<file path="src/rtl/redmule_pkg.sv">
// Shared types and constants for the RedMulE streamer memory arbiter.
package redmule_pkg;

  typedef enum logic [1:0] {
    ARB_IDLE  = 2'd0,
    ARB_BURST = 2'd1,
    ARB_ZERO  = 2'd2
  } arb_state_e;

  // Requester slots on the shared streamer port.
  localparam int unsigned ARB_X = 0;
  localparam int unsigned ARB_W = 1;
  localparam int unsigned ARB_Y = 2;
  localparam int unsigned ARB_Z = 3;

  localparam int unsigned ArbNumReq   = 4;
  localparam int unsigned ArbLenWidth = 16;

endpackage

</file>
<file path="src/rtl/redmule_rr_picker.sv">
// Combinational winner picker: urgent requests go by lowest index, otherwise
// the first valid requester at or after rr_ptr (with wrap-around) wins.
module redmule_rr_picker #(
  parameter int unsigned NumReq  = 4,
  parameter int unsigned IdWidth = $clog2(NumReq)
) (
  input  logic [NumReq-1:0]  valid,
  input  logic [NumReq-1:0]  urgent,
  input  logic [IdWidth-1:0] rr_ptr,
  output logic [NumReq-1:0]  onehot,
  output logic [IdWidth-1:0] index,
  output logic               any
);

  logic [2*NumReq-1:0] valid_dbl;
  logic [NumReq-1:0]   valid_rot;
  logic [NumReq-1:0]   urg_valid;

  assign urg_valid = valid & urgent;
  assign valid_dbl = {valid, valid};
  assign valid_rot = valid_dbl[rr_ptr +: NumReq];

  // Scan downwards so the last hit is the lowest index / nearest to rr_ptr.
  always_comb begin
    index = '0;
    any   = 1'b0;
    for (int i = NumReq - 1; i >= 0; i--) begin
      if (urg_valid[i]) begin
        index = IdWidth'(i);
        any   = 1'b1;
      end
    end
    if (!any) begin
      for (int k = NumReq - 1; k >= 0; k--) begin
        if (valid_rot[k]) begin
          index = IdWidth'((int'(rr_ptr) + k) % NumReq);
          any   = 1'b1;
        end
      end
    end
  end

  // One-hot form of the chosen index.
  always_comb begin
    onehot = '0;
    if (any) onehot[index] = 1'b1;
  end

endmodule

</file>
<file path="src/rtl/redmule_mem_arbiter.sv">
// Burst-granular arbiter sharing the streamer memory port among X/W/Y/Z.
// Optional per-requester grant counters: define REDMULE_ARB_STATS_EN.
//
// state     | meaning
// ----------+------------------------------------------------------------
// ARB_IDLE  | pick a winner, accept its request, latch id and length
// ARB_BURST | pass beats of the owner until the down-counter hits zero
// ARB_ZERO  | zero-length burst: one busy cycle with burst_done_o
module redmule_mem_arbiter
  import redmule_pkg::*;
#(
  parameter int unsigned NumReq   = ArbNumReq,
  parameter int unsigned LenWidth = ArbLenWidth,
  parameter int unsigned IdWidth  = $clog2(NumReq)
) (
  input  logic                       clk_i,
  input  logic                       rst_ni,
  input  logic                       clear_i,
  input  logic                       enable_i,
  input  logic [NumReq-1:0]          req_valid_i,
  input  logic [NumReq*LenWidth-1:0] req_len_i,
  input  logic [NumReq-1:0]          urgent_i,
  output logic [NumReq-1:0]          req_ready_o,
  input  logic [NumReq-1:0]          src_beat_valid_i,
  output logic [NumReq-1:0]          src_beat_ready_o,
  output logic                       mem_valid_o,
  input  logic                       mem_ready_i,
  output logic [IdWidth-1:0]         grant_id_o,
  output logic                       busy_o,
  output logic                       burst_done_o,
  output logic [NumReq*32-1:0]       stats_grants_o
);

  arb_state_e          state_q;
  logic [IdWidth-1:0]  grant_id_q;
  logic [IdWidth-1:0]  rr_ptr_q;
  logic [IdWidth-1:0]  rr_next;
  logic [LenWidth-1:0] cnt_q;
  logic [LenWidth-1:0] win_len;
  logic [NumReq-1:0]   pick_onehot;
  logic [IdWidth-1:0]  pick_idx;
  logic                pick_any;
  logic                grant;
  logic                fire;

  redmule_rr_picker #(
    .NumReq  (NumReq),
    .IdWidth (IdWidth)
  ) i_picker (
    .valid  (req_valid_i),
    .urgent (urgent_i),
    .rr_ptr (rr_ptr_q),
    .onehot (pick_onehot),
    .index  (pick_idx),
    .any    (pick_any)
  );

  assign win_len = req_len_i[int'(pick_idx)*LenWidth +: LenWidth];
  assign grant   = (state_q == ARB_IDLE) && enable_i && pick_any && !clear_i;
  assign fire    = (state_q == ARB_BURST) && mem_valid_o && mem_ready_i;
  assign rr_next = IdWidth'((int'(grant_id_q) + 1) % NumReq);

  assign grant_id_o = grant_id_q;
  assign busy_o     = (state_q != ARB_IDLE);

  // Handshake outputs; a clear cycle suppresses every accept and beat.
  always_comb begin
    req_ready_o      = grant ? pick_onehot : '0;
    mem_valid_o      = 1'b0;
    src_beat_ready_o = '0;
    burst_done_o     = 1'b0;
    if (!clear_i) begin
      if (state_q == ARB_BURST) begin
        mem_valid_o                  = src_beat_valid_i[grant_id_q] & enable_i;
        src_beat_ready_o[grant_id_q] = mem_ready_i & enable_i;
        burst_done_o                 = mem_valid_o & mem_ready_i & (cnt_q == LenWidth'(1));
      end else if (state_q == ARB_ZERO) begin
        burst_done_o = 1'b1;
      end
    end
  end

  // Arbitration FSM with burst beat down-counter.
  always_ff @(posedge clk_i or negedge rst_ni) begin
    if (!rst_ni) begin
      state_q    <= ARB_IDLE;
      grant_id_q <= '0;
      rr_ptr_q   <= '0;
      cnt_q      <= '0;
    end else if (clear_i) begin
      state_q  <= ARB_IDLE;
      rr_ptr_q <= '0;
      cnt_q    <= '0;
    end else begin
      case (state_q)
        ARB_IDLE: begin
          if (grant) begin
            grant_id_q <= pick_idx;
            cnt_q      <= win_len;
            state_q    <= (win_len != '0) ? ARB_BURST : ARB_ZERO;
          end
        end
        ARB_BURST: begin
          if (fire) begin
            if (cnt_q != '0) cnt_q <= cnt_q - LenWidth'(1);
            if (cnt_q == LenWidth'(1)) begin
              rr_ptr_q <= rr_next;
              state_q  <= ARB_IDLE;
            end
          end
        end
        ARB_ZERO: begin
          rr_ptr_q <= rr_next;
          state_q  <= ARB_IDLE;
        end
        default: state_q <= ARB_IDLE;
      endcase
    end
  end

`ifdef REDMULE_ARB_STATS_EN
  logic [31:0] stats_q [NumReq];

  // Saturating grant counters, one per requester.
  always_ff @(posedge clk_i or negedge rst_ni) begin
    if (!rst_ni) begin
      for (int i = 0; i < NumReq; i++) stats_q[i] <= '0;
    end else if (clear_i) begin
      for (int i = 0; i < NumReq; i++) stats_q[i] <= '0;
    end else begin
      for (int i = 0; i < NumReq; i++) begin
        if (req_ready_o[i] && (stats_q[i] != 32'hFFFF_FFFF)) stats_q[i] <= stats_q[i] + 32'd1;
      end
    end
  end

  // Flatten counters onto the stats bus.
  always_comb begin
    stats_grants_o = '0;
    for (int i = 0; i < NumReq; i++) stats_grants_o[i*32 +: 32] = stats_q[i];
  end
`else
  assign stats_grants_o = '0;
`endif

endmodule

</file>
<file path="config.mk">
export PLATFORM = sky130hd
export DESIGN_NAME = redmule_mem_arbiter
export DESIGN_NICKNAME = d
export VERILOG_FILES = /design/src/rtl/redmule_pkg.sv /design/src/rtl/redmule_rr_picker.sv /design/src/rtl/redmule_mem_arbiter.sv
export SDC_FILE = /design/constraint.sdc
export NUM_CORES = 1
export LEC_CHECK = 0
export ABC_AREA = 1
export CORE_MARGIN = 4
export CORE_UTILIZATION = 38
export DETAILED_ROUTE_END_ITERATION = 7
export HOLD_SLACK_MARGIN = 0.05
export PLACE_DENSITY_LB_ADDON = 0.05
export SYNTH_ARGS = -nofsm -noshare
export SYNTH_HDL_FRONTEND = slang
export SYNTH_SLANG_ARGS = --single-unit
</file>
<file path="constraint.sdc">
create_clock -name clk_i -period 2.7 [get_ports clk_i]
set_clock_uncertainty 0.15 [all_clocks]
set_input_delay 0.54 -clock clk_i [delete_from_list [all_inputs] [get_ports clk_i]]
set_output_delay 0.54 -clock clk_i [all_outputs]
set_load 0.1 [all_outputs]
</file>
=== Word-level counts from Yosys, hierarchy flattened ===
Index checks and enable logic that the tools add are counted.

* Add/sub/neg operators: 5
* Magnitude comparators: 4
* Equal/unequal tests: 7
* Shift-type cells: 2
* Mux-type cells: 48
* Bitwise operators: 7
* Reduce and logical (&&, ||, !) cells: 18

{| class="wikitable"
|+ Operators by type and width
! cell !! count
|-
| 16-bit two-way mux || 4
|-
| 64-bit by 7-bit variable part select with 16-bit output || 1
|-
| 2-bit two-way mux || 17
|-
| 16-bit one-hot mux with 2 select lines || 1
|-
| 16-bit nonzero test || 2
|-
| 1-bit two-way mux || 17
|-
| 16-bit by 1-bit == test with 1-bit output, second input constant || 1
|-
| 4-bit two-way mux || 4
|-
| 16-bit by 1-bit subtractor with 16-bit output, second input constant || 1
|-
| 3-bit AND reduction || 3
|-
| 4-bit bitwise AND || 2
|-
| 2-bit one-hot mux with 2 select lines || 2
|-
| 8-bit by 3-bit variable part select with 4-bit output || 1
|-
| 1-bit logical AND || 7
|-
| 2-bit by 3-bit less-than comparator with 1-bit output, second input constant || 2
|-
| 3-bit by 2-bit != test with 1-bit output, second input constant || 2
|-
| 3-bit != test, second input constant || 2
|-
| 3-bit nonzero test || 2
|-
| 2-bit by 1-bit adder with 2-bit output, second input constant || 2
|-
| 2-bit adder, second input constant || 2
|-
| 1-bit bitwise AND || 4
|-
| 1-bit demux with 2-bit select || 2
|-
| 2-bit by 1-bit greater-or-equal comparator with 1-bit output, second input constant || 2
|-
| 4-bit AND reduction || 1
|-
| 7 further kinds || 7
|}

* Bits in registers: 22
* Input port bits: 81
* Output and inout port bits: 141
* Word-level logic and storage cells: 95

=== Logic depth before layout (Yosys ltp) ===
* Word-level depth: 16
* Mapped depth: 22

=== By module ===
From an unflattened synthesis, not the netlist that was laid out.

* Cell total of the unflattened synthesis: 601
* Area, all modules: 3684.8 sq um

{| class="wikitable"
|+ By module, submodules not included
! module !! instances !! cells an instance !! area an instance (sq um) !! seq. area each (sq um)
|-
| redmule_mem_arbiter || 1 || 528 || 3352.0 || 550.5
|-
| redmule_rr_picker || 1 || 73 || 332.8 || 0.0
|}

=== Least setup slack after synthesis ===
Ideal clock, no wire load.

* Path kind: register to output
* From: register state_q[1]
* To: output req_ready_o[0]
* Arrival time: 3.585 ns
* Path slack: -1.575 ns
* Cell stages (with the launch flop): 6
* Path buffers: 0
* Cell sequence: dfrtp_1 -> nor2_1 -> inv_1 -> nor3_1 -> inv_1 -> nor3_1

* Longest elaborated chain between the ends: 5

{| class="wikitable"
|+ RTL lines
! item !! line !! text
|-
| from (decl) || redmule_mem_arbiter.sv:34 || <nowiki>arb_state_e state_q;</nowiki>
|-
| from (signal assigned) || redmule_mem_arbiter.sv:100 || <nowiki>state_q <= (win_len != '0) ? ARB_BURST : ARB_ZERO;</nowiki>
|-
| 2-bit zero test || redmule_mem_arbiter.sv:59 || <nowiki>assign grant = (state_q == ARB_IDLE) && enable_i && pick_any && !clear_i;</nowiki>
|-
| 1-bit logical AND (3 in a row) || redmule_mem_arbiter.sv:59 ||
|-
| 4-bit two-way mux || redmule_mem_arbiter.sv:68 || <nowiki>req_ready_o = grant ? pick_onehot : '0;</nowiki>
|-
| to (decl) || redmule_mem_arbiter.sv:23 || <nowiki>output logic [NumReq-1:0] req_ready_o,</nowiki>
|}

Every way passes these cells.

=== Final worst setup path ===
* From: register rr_ptr_q[0]
* To: output req_ready_o[0]

* Longest elaborated chain between the ends: 12
* Elaborated cells between the ends (all ways): 23
* Classes of those cells: 3 x add/sub; 2 x order compare; 1 x shift; 14 x mux; 3 x reduce/logical

{| class="wikitable"
|+ RTL lines
! item !! line !! text
|-
| from (decl) || redmule_mem_arbiter.sv:36 || <nowiki>logic [IdWidth-1:0] rr_ptr_q;</nowiki>
|-
| from (signal assigned) || redmule_mem_arbiter.sv:107 || <nowiki>rr_ptr_q <= rr_next;</nowiki>
|-
| from (signal assigned) || redmule_mem_arbiter.sv:113 || <nowiki>rr_ptr_q <= rr_next;</nowiki>
|-
| 2-bit adder / 8-bit by 3-bit variable part select with 4-bit output (equally long branches) || redmule_rr_picker.sv:36, redmule_rr_picker.sv:21 ||
|-
| 2-bit two-way mux (4 in a row) || redmule_rr_picker.sv:35 || <nowiki>if (valid_rot[k]) begin</nowiki>
|-
| 2-bit two-way mux || redmule_rr_picker.sv:33 || <nowiki>if (!any) begin</nowiki>
|-
| 2-bit by 3-bit less-than comparator with 1-bit output (implied by the code) / 2-bit by 1-bit greater-or-equal comparator with 1-bit output (equally long branches) || redmule_rr_picker.sv:46 || <nowiki>if (any) onehot[index] = 1'b1;</nowiki>
|-
| 1-bit logical AND (implied by the code) || redmule_rr_picker.sv:46 ||
|-
| 1-bit two-way mux (implied by the code) || redmule_rr_picker.sv:46 ||
|-
| 1-bit demux with 2-bit select || - ||
|-
| 4-bit two-way mux || redmule_rr_picker.sv:46 ||
|-
| 4-bit two-way mux (*) || redmule_mem_arbiter.sv:68 ||
|}

Every way passes the cells marked *; elsewhere a longest branch is shown, timed or not.

==> impl_results.md <==
* Crit path DAT at 2.06 ns
* Failing checks: negative setup slack
* Register area at 554.3 um2
* Endpoint type of the worst setup path: primary output
* Final setup margin at -0.05291 ns
* Grt ovf at 0
* DIE HEIGHT at 105.0 um
* Port Buffers at 93
* Mapped Area at 3572 um2
* Hold Vio Cnt, Final at 0
* Crit start category: flip-flop
* WL/cell at 12.35 um
* Largest net degree at the start of global routing at 30
* Max-slew violation count at 0
* Non-Filler Instances at 840
* Initial antenna violation count at 0
* Global-route usage over all layers at 17.84%
* CTS Buf Count at 3
* Area grow syn2layout at 39.54%
* Die area at 11020 um2
* Clock root cell: clkbuf_8
* Filler instances at 930
* Max-cap violations at 0
* Crit path to: req_ready_o[0]
* Min Hold Slack at 0.3667 ns
* Critical path startpoint: rr_ptr_q[0]
* Seq/Total Area, Yosys at 15.41%
* Placer Congestion at 0.8868
* TNS Setup at -0.1237 ns
* Final period utilization at 102.0%
* CTS Sinks at 22
* Routed via count at 3682
* Internal power at 1.739 mW
* Synth warn at 0
* CTS Buffer Depth at 2
* Req. time, crit path at 2.01 ns
* Clk slew on worst S/H paths at 0.09 ns
* # DRC at 0
* Starting Density at 38.84%
* Multi-input logic area at 2490 um2
* Status: complete, but fails checks
* Worst R2R Setup Slack at 0.06 ns
* Initial drt markers at 161
* Hold/Removal Path Class: reg -> reg
* Final #Nets at 817
* Commonest cells after routing, fill and taps aside: nand2_1 (177), conb_1 (128), clkdlybuf4s50_1 (72)
* Sw frac at 59.61%
* FF-to-FF End: state_q[0]
* DR pass1 iterations at 4
* Min cycle time layout at 2.753 ns
* Top-Level Pins at 222
* Die X at 105.0 um
* Layout cell share with drive strength beyond 1 at 21.40%
* Final setup vio count at 4
* Vias per Instance at 4.383
* Post-synth cell types at 31
* Worst skew pair latency at 0.27 ns
* Rows at 35
* Core Util, Final at 54.20%
* NetSw at 2.567 mW
* Fmax achieved at 0.3633 GHz
* Post-Synthesis Mean Instance Area at 6.075 um2
* CTS tree: done
* Crit-path max FO at 6
* RSZ-0062 raised after global routing: true
* Cells after Synth at 588
* Post-synthesis sequential element count at 22
* R2r startpoint: rr_ptr_q[0]
* H-tree depth at 1
* # hold bufs at CTS at 0
* Leakage power at 2.666 nW
* Core Area at 9196 um2
* Post-Route WL at 10380 um
* Antenna Cells at 0
* Clock power frac at 7.3%
* Placed Instances at 824
* Logic pwr share at 79.3%
* FF-to-FF path depth at 23
* Global-route wire length before repair at 16450 um
* Placed wire-length estimate at 8473 um
* Worst vdd ir at 406.5 uV
* Kind of critical path: reg -> out
* Reg power frac at 13.4%
* Antenna viol nets, final at 0
* Commonest non-fill, non-tap cell in the layout: nand2_1
* Power Density at 863.9 nW/um2
* Vias in the first global route at 3490
-- worst min-delay path by stage --
stage,start,to,slack (ns),cells past startpoint
3_3_place_gp,cnt_q[13],cnt_q[13],0.33,2
2_1_floorplan,rst_ni,cnt_q[0],0.09,0
5_1_grt,cnt_q[13],cnt_q[13],0.41,2
6_report,cnt_q[13],cnt_q[13],0.37,2
4_1_cts,cnt_q[13],cnt_q[13],0.37,2
3_5_place_dp,cnt_q[13],cnt_q[13],0.34,2
-- final cells by class --
| class | instances | share of cell area [%] |
|---|---|---|
| clock buffer | 3 | 0.8283 |
| sequential | 22 | 11.12 |
| inverter | 40 | 3.313 |
| tap | 111 | 2.786 |
| clock inverter | 1 | 0.6024 |
| multi-input combinational | 508 | 49.95 |
| timing repair buffer | 155 | 31.40 |
-- repair_timing --
item | 4_1_cts | 5_1_grt
gates cloned | 1 | 0
buffers inserted | 11 | 0
gates resized for setup | 52 | 10
pin swaps | 22 | 9
endpoints found under the setup margin | 6 | 7
-- Yosys cell counts (all sizes together) --
cell type,number,area (um2)
a21oi,16,80.08
a31oi,6,37.54
buf,141,1055
clkbuf,4,15.01
conb,1,3.750
dfrtp,22,550.5
ha,6,75.07
inv,40,155.2
nand2,206,815.8
nand3,47,300.3
nand3b,1,7.510
nand4,5,37.53
nor2,46,175.2
nor3,3,15.01
nor3b,1,7.510
o21ai,35,175.2
o31ai,1,7.510
or2,1,6.260
xor2,6,52.55
-- cell families after synthesis --
| group | count (synthesis) | synth area share, % |
|---|---|---|
| simple gates | 310 | 38.21 |
| buf+inv | 185 | 34.29 |
| compound gates | 58 | 8.406 |
| flops | 22 | 15.41 |
| xor+xnor | 6 | 1.471 |
| fa+ha+maj | 6 | 2.102 |
| other cells | 1 | 0.1050 |
-- sequential cells by signal (all words and copies together) (netlist names) --
| name | flops |
|---|---|
| cnt_q | 16 |
| grant_id_o | 2 |
| rr_ptr_q | 2 |
| state_q | 2 |
-- per-layer routing --
| layer | GRT usage, % | share of wire (%) | routed length (um) | vias to the layer above |
|---|---|---|---|---|
| met5 | 0 | 0 | 0 | - |
| met4 | 3.843 | 1.4 | 146 | 0 |
| met3 | 1.482 | 6.2 | 642 | 11 |
| met2 | 31.07 | 49 | 5083 | 140 |
| met1 | 24.01 | 43 | 4503 | 1657 |
| li1 | - | - | - | 1874 |
-- power by group through the flow --
stage	clock, mW	sequential, mW	combinational, mW
CTS	0.322	0.575	3.39
floorplan	0	0.633	2.37
detailed placement	0	0.573	3.19
global route	0.338	0.597	3.71
finish	0.315	0.575	3.42
global placement	0	0.571	3.19
-- per-stage QoR --
step | cell area [um2] | setup WS (ns) | power (mW)
final | 4985 | -0.05291 | 4.306
after global routing | 4985 | -0.1441 | 4.643
after CTS | 4956 | -0.04862 | 4.286
after detailed placement | 4649 | -0.4150 | 3.760
after global placement | 4649 | -0.4029 | 3.758
after floorplan | 4138 | -0.1535 | 3.004
-- critical path: stages, from the launching register on --
cell and delay (ns):
dfrtp_1 0.43, buf_12 0.16, inv_12 0.07, nand2_4 0.07, nand3_2 0.08, nand2_4 0.07, inv_2 0.07, nand3_2 0.07
nand2_2 0.06, inv_2 0.04, nand2_4 0.07, nand2_4 0.07, buf_4 0.14, nor3_4 0.19, buf_12 0.20
Note: power is estimated with default switching activity, not from simulation.
